--- src/rtl/fft8_input_framer_pkg.sv ---
// Shared constants and types for the 8-point FFT input framer.
package fft8_input_framer_pkg;

    localparam int FFT_NPT  = 8;
    localparam int FFT_DW   = 16;
    localparam int FFT_IDXW = 3;
    localparam int FFT_ERRW = 8;

    localparam logic [FFT_IDXW-1:0] IDX_LAST = FFT_IDXW'(FFT_NPT - 1);

    typedef enum logic {
        WR_FILL = 1'b0,
        WR_WAIT = 1'b1
    } wr_state_t;

endpackage

--- src/rtl/fft8_frame_bank.sv ---
// 8 x DW sample register file: one indexed write port, synchronous clear,
// and all entries presented in parallel on a flattened read bus (entry 0 in the LSBs).
module fft8_frame_bank
    import fft8_input_framer_pkg::*;
#(
    parameter int DW  = FFT_DW,
    parameter int NPT = FFT_NPT
) (
    input  logic                i_clk,
    input  logic                i_clr,
    input  logic                i_we,
    input  logic [FFT_IDXW-1:0] i_idx,
    input  logic [DW-1:0]       i_dat,
    output logic [NPT*DW-1:0]   o_rd
);

    logic [DW-1:0] r_mem [NPT];

    always_ff @(posedge i_clk) begin
        if (i_clr) begin
            for (int i = 0; i < NPT; i++) begin
                r_mem[i] <= '0;
            end
        end else if (i_we) begin
            r_mem[i_idx] <= i_dat;
        end
    end

    always_comb begin
        o_rd = '0;
        for (int i = 0; i < NPT; i++) begin
            o_rd[i*DW +: DW] = r_mem[i];
        end
    end

endmodule

--- src/rtl/fft8_input_framer.sv ---
// Ping-pong framer: serial DW-bit samples into 8-sample frames presented in parallel.
// Frame is visible one cycle after its 8th accept; s_ready drops only while both banks hold frames.
module fft8_input_framer
    import fft8_input_framer_pkg::*;
#(
    parameter int DW   = FFT_DW,
    parameter int NPT  = FFT_NPT,
    parameter int ERRW = FFT_ERRW
) (
    input  logic            clk,
    input  logic            rst,
    input  logic            en,
    input  logic [DW-1:0]   s_data,
    input  logic            s_valid,
    input  logic            s_last,
    output logic            s_ready,
    output logic [DW-1:0]   x0,
    output logic [DW-1:0]   x1,
    output logic [DW-1:0]   x2,
    output logic [DW-1:0]   x3,
    output logic [DW-1:0]   x4,
    output logic [DW-1:0]   x5,
    output logic [DW-1:0]   x6,
    output logic [DW-1:0]   x7,
    output logic            frame_valid,
    input  logic            frame_ready,
    output logic            frame_err,
    output logic [ERRW-1:0] err_cnt
);

    logic [FFT_IDXW-1:0] r_wr_idx;
    logic                r_wr_bank;
    logic                r_rd_bank;
    logic [1:0]          r_bank_full;
    logic                r_frame_err;
    logic [ERRW-1:0]     r_err_cnt;

    logic [FFT_IDXW-1:0] w_wr_idx_nxt;
    logic                w_wr_bank_nxt;
    logic                w_rd_bank_nxt;
    logic [1:0]          w_bank_full_nxt;
    logic [ERRW-1:0]     w_err_cnt_nxt;

    wr_state_t           w_wr_state;
    logic                w_accept;
    logic                w_complete;
    logic                w_discard;
    logic                w_release;
    logic [NPT*DW-1:0]   w_rd0;
    logic [NPT*DW-1:0]   w_rd1;
    logic [NPT*DW-1:0]   w_rd;

    // The write side waits exactly when the bank under the write pointer still holds a frame.
    always_comb begin
        w_wr_state = r_bank_full[r_wr_bank] ? WR_WAIT : WR_FILL;
    end

    assign s_ready    = en & ~rst & (w_wr_state == WR_FILL);
    assign w_accept   = s_valid & s_ready;
    assign w_complete = w_accept & (r_wr_idx == IDX_LAST);
    assign w_discard  = w_accept & s_last & (r_wr_idx != IDX_LAST);
    assign w_release  = r_bank_full[r_rd_bank] & frame_ready & en;

    // Release clears the read bank while completion sets the write bank; a full bank
    // never accepts writes, so the two updates always target different banks.
    always_comb begin
        w_bank_full_nxt = r_bank_full;
        w_wr_idx_nxt    = r_wr_idx;
        w_wr_bank_nxt   = r_wr_bank;
        w_rd_bank_nxt   = r_rd_bank;
        w_err_cnt_nxt   = r_err_cnt;
        if (w_release) begin
            w_bank_full_nxt[r_rd_bank] = 1'b0;
            w_rd_bank_nxt              = ~r_rd_bank;
        end
        if (w_complete) begin
            w_bank_full_nxt[r_wr_bank] = 1'b1;
            w_wr_bank_nxt              = ~r_wr_bank;
            w_wr_idx_nxt               = '0;
        end else if (w_discard) begin
            w_wr_idx_nxt = '0;
            if (r_err_cnt != '1) begin
                w_err_cnt_nxt = r_err_cnt + ERRW'(1);
            end
        end else if (w_accept) begin
            w_wr_idx_nxt = r_wr_idx + FFT_IDXW'(1);
        end
    end

    always_ff @(posedge clk) begin
        if (rst) begin
            r_wr_idx    <= '0;
            r_wr_bank   <= 1'b0;
            r_rd_bank   <= 1'b0;
            r_bank_full <= '0;
            r_frame_err <= 1'b0;
            r_err_cnt   <= '0;
        end else begin
            r_wr_idx    <= w_wr_idx_nxt;
            r_wr_bank   <= w_wr_bank_nxt;
            r_rd_bank   <= w_rd_bank_nxt;
            r_bank_full <= w_bank_full_nxt;
            r_frame_err <= w_discard;
            r_err_cnt   <= w_err_cnt_nxt;
        end
    end

    fft8_frame_bank #(.DW(DW), .NPT(NPT)) u_bank0 (
        .i_clk (clk),
        .i_clr (rst),
        .i_we  (w_accept & ~r_wr_bank),
        .i_idx (r_wr_idx),
        .i_dat (s_data),
        .o_rd  (w_rd0)
    );

    fft8_frame_bank #(.DW(DW), .NPT(NPT)) u_bank1 (
        .i_clk (clk),
        .i_clr (rst),
        .i_we  (w_accept & r_wr_bank),
        .i_idx (r_wr_idx),
        .i_dat (s_data),
        .o_rd  (w_rd1)
    );

    assign w_rd        = r_rd_bank ? w_rd1 : w_rd0;
    assign x0          = w_rd[0*DW +: DW];
    assign x1          = w_rd[1*DW +: DW];
    assign x2          = w_rd[2*DW +: DW];
    assign x3          = w_rd[3*DW +: DW];
    assign x4          = w_rd[4*DW +: DW];
    assign x5          = w_rd[5*DW +: DW];
    assign x6          = w_rd[6*DW +: DW];
    assign x7          = w_rd[7*DW +: DW];
    assign frame_valid = r_bank_full[r_rd_bank];
    assign frame_err   = r_frame_err;
    assign err_cnt     = r_err_cnt;

endmodule

--- config.mk ---
export PLATFORM = sky130hd
export DESIGN_NAME = fft8_input_framer
export DESIGN_NICKNAME = d
export VERILOG_FILES = /design/src/rtl/fft8_input_framer_pkg.sv /design/src/rtl/fft8_frame_bank.sv /design/src/rtl/fft8_input_framer.sv
export SDC_FILE = /design/constraint.sdc
export NUM_CORES = 1
export LEC_CHECK = 0
export CORE_ASPECT_RATIO = 0.6
export CORE_MARGIN = 3
export CORE_UTILIZATION = 45
export CTS_CLUSTER_DIAMETER = 200
export DETAILED_ROUTE_END_ITERATION = 8
export PLACE_DENSITY = 0.77
export RECOVER_POWER = 25
export SETUP_SLACK_MARGIN = 0.1
export SYNTH_ARGS = -nofsm -noshare
export SYNTH_HDL_FRONTEND = slang
export SYNTH_HIERARCHICAL = 1
export SYNTH_SLANG_ARGS = --single-unit
export TNS_END_PERCENT = 10
--- constraint.sdc ---
create_clock -name clk -period 6.7 [get_ports clk]
set_clock_uncertainty 0.2 [all_clocks]
set_input_delay 2.01 -clock clk [delete_from_list [all_inputs] [get_ports clk]]
set_output_delay 2.01 -clock clk [all_outputs]
set_load 0.02 [all_outputs]
==> impl_metrics.env <==
export IMPL_synthToLayoutAreaGrowth_pct=23.5
export IMPL_relSlewSlack_pct=-11.5
export IMPL_die_area_mm2=0.0287
export IMPL_synthFlopType="edfxtp_1"
export IMPL_failed_checks="max-capacitance violations, max-slew violations"
export IMPL_synth_edf_count=256
export IMPL_final_cell_area_mm2=0.0148
export IMPL_cts_setup_buffers=0
export IMPL_grt_pass1_vias=7932
export IMPL_syn_inst=889
export IMPL_avgSynthCellArea_um2=13.5
export IMPL_syn_cell_area_mm2=0.0120
export IMPL_path_clk_slew_ps=60
export IMPL_crit_chain="dlygate4sd3_1 -> and3_1 -> clkdlybuf4s50_1"
export IMPL_utilization_pct=57.4
export IMPL_drtIter0Drc=925
export IMPL_fin_cells=1410
export IMPL_synthTopCellsByArea="edfxtp_1 64%, mux2_2 12%, nor2_1 8.2%"
export IMPL_first_pass_iters=5
export IMPL_layout_min_cycle_time_ps=5610
export IMPL_port_buffers=160
export IMPL_pin_count=161
export IMPL_dp_hpwl_um=21800
export IMPL_num_rows=45
export IMPL_postRouteAntennaNets=0
export IMPL_synth_area_leader_cell="edfxtp_1"
export IMPL_synthArstFlopShare_pct=0
export IMPL_path_delay_family="buffers and inverters"
export IMPL_place_area_mm2=0.0140
export IMPL_timing_fmax_mhz=178
export IMPL_ff2ff_setup_slack_ps=2780
export IMPL_synth_distinct_cells=35
export IMPL_power_density_mw_per_mm2=245
export IMPL_critPathMaxStageDelay_ps=610
export IMPL_fin_total_pwr_mw=3.62
export IMPL_timing_final_ws_setup_ps=1090
export IMPL_cts_buffer_depth=3
export IMPL_worstMarginPinSlew_ps=1670
export IMPL_criticalPathCategory="input pin to output pin"
export IMPL_diodes=0
export IMPL_layout_drive_gt1_share_pct=18.2
export IMPL_dp_slack_ps=1170
export IMPL_setup_tns_ps=0
export IMPL_grt_max_degree=94
export IMPL_clkSinkCount=272
export IMPL_yosysWarnings=6
export IMPL_clockRootBuffer="clkbuf_16"
export IMPL_cts_tree="done"
export IMPL_hp_class="flip-flop to flip-flop"
export IMPL_nets=1065
export IMPL_rsz0062_at_grt="no"
export IMPL_holdWs_ps=284
export IMPL_hold_buffers=0
export IMPL_critPathArrivalTime_ps=3400
export IMPL_wire_per_inst_um=23.7
export IMPL_status="finished, violations left"
export IMPL_drv_slew=34
export IMPL_synth_common_cells="261 x nor2_1, 256 x edfxtp_1, 129 x mux2_2"
export IMPL_crit_path_max_fanout=5
export IMPL_period_share_pct=83.7
export IMPL_setup_viol=0
export IMPL_synth_nets=914
export IMPL_synth_most_common_cell="nor2_1"
export IMPL_worst_setup_path_start_kind="input pin"
export IMPL_die_y_um=132
export IMPL_ys_seq_area_share_pct=66.9
export IMPL_overflow=0
export IMPL_slowest_stage="dlygate4sd3_1"
export IMPL_core_area_mm2=0.0257
export IMPL_synth_top_cell_area_share_pct=64.2
export IMPL_worstPathRequired_ps=4490
export IMPL_place_gp_congestion=0.847
export IMPL_ys_ff_latch=272
export IMPL_ir_worst_vdd_v=0.000135
export IMPL_critPathBufInv=2
export IMPL_clk_latency_ps=530
export IMPL_start_util_pct=46.5
export IMPL_final_hold_viol_count=0
export IMPL_grt_pass1_wl_um=50000
export IMPL_drc_errors=0
export IMPL_dp_cells=1365
export IMPL_cap_violations=1
export IMPL_num_vias=8116
export IMPL_die_w_um=217
export IMPL_htreeDepth=1
export IMPL_antenna_found_initial=1
export IMPL_end_kind="output pin"
export IMPL_via_per_inst=5.76
export IMPL_wl_um=33400
export IMPL_post_cts_resized=0
export IMPL_grtUsageTotal_pct=22.9
export IMPL_leakagePower_nw=5.04
export IMPL_cts_made_buffers=25
## logic make-up (layout without fill, tap and decap cells)
group                      Yosys count  after routing  synth area share, %
AOI/OAI and AO/OA                   40             40                 2.22
adders and majority gates            3              3                0.314
buffers and inverters               73            242                 2.47
DFF                                272            272                 66.9
muxes                              130            130                 12.3
and+or+nand+nor                    371            371                 15.8
## layout make-up
type                       instances  area (um^2)
clock inverter                    13          168
tap                              352          440
inverter                           5         18.8
clock buffer                      32          652
timing repair buffer             192         1830
sequential                       272         8010
fill                            2072        11000
multi-input combinational        544         3660
## worst paths after layout
kind                                              to  startpoint  cells past startpoint
worst min-delay path                      err_cnt[6]  err_cnt[6]                      2
worst max register to register  u_bank0/r_mem[7][12]   r_wr_bank                      7
worst min register to register            err_cnt[6]  err_cnt[6]                      2
worst max-delay path                         s_ready          en                      3
## state kept, by name (all words and copies together), names as in the netlist
signal	cells
u_bank0/r_mem	128
u_bank1/r_mem	128
r_wr_idx	3
r_bank_full	2
r_rd_bank	1
frame_err	1
err_cnt	8
r_wr_bank	1
## routing by layer
metal	up-vias	track usage [%]	share of wire (%)
met2	473	33.3	43
met1	4052	34.9	44
li1	3541	-	-
met3	48	5.85	11
met4	2	4.48	1.8
met5	-	0	0.033
## worst reg2reg max path: stages (launching register included)
cell and delay, ps:
dfxtp_1 460, mux2i_4 340, nand2_1 200, nor2_1 260, clkbuf_1 1250, nand2_1 310, o21bai_1 240, buf_4 320
## placed cells by master, fill, tap and decap left out, types with 6 or more instances in the layout
cell type	netlist	final
clkbuf_16	0	25
nand4b_1	32	32
o21ai_0	6	6
buf_4	0	26
clkinv_1	0	6
clkdlybuf4s50_1	0	149
edfxtp_1	256	256
mux2_2	129	129
nand2_1	13	13
clkbuf_1	49	12
dlygate4sd3_1	0	10
dfxtp_1	16	15
nor2_1	261	261
nand4bb_1	32	32
nand2b_1	6	6
a21oi_1	10	10
o21bai_1	16	16
nand3_1	6	7
## power by group
part	switching (mW)	internal [mW]	leakage, nW
combinational	0.137	0.0974	1.89
clock	0.615	0.842	0.391
sequential	0.0152	1.91	2.75
total	0.767	2.85	5.04
No activity file was read; power rests on OpenSTA's default activity.
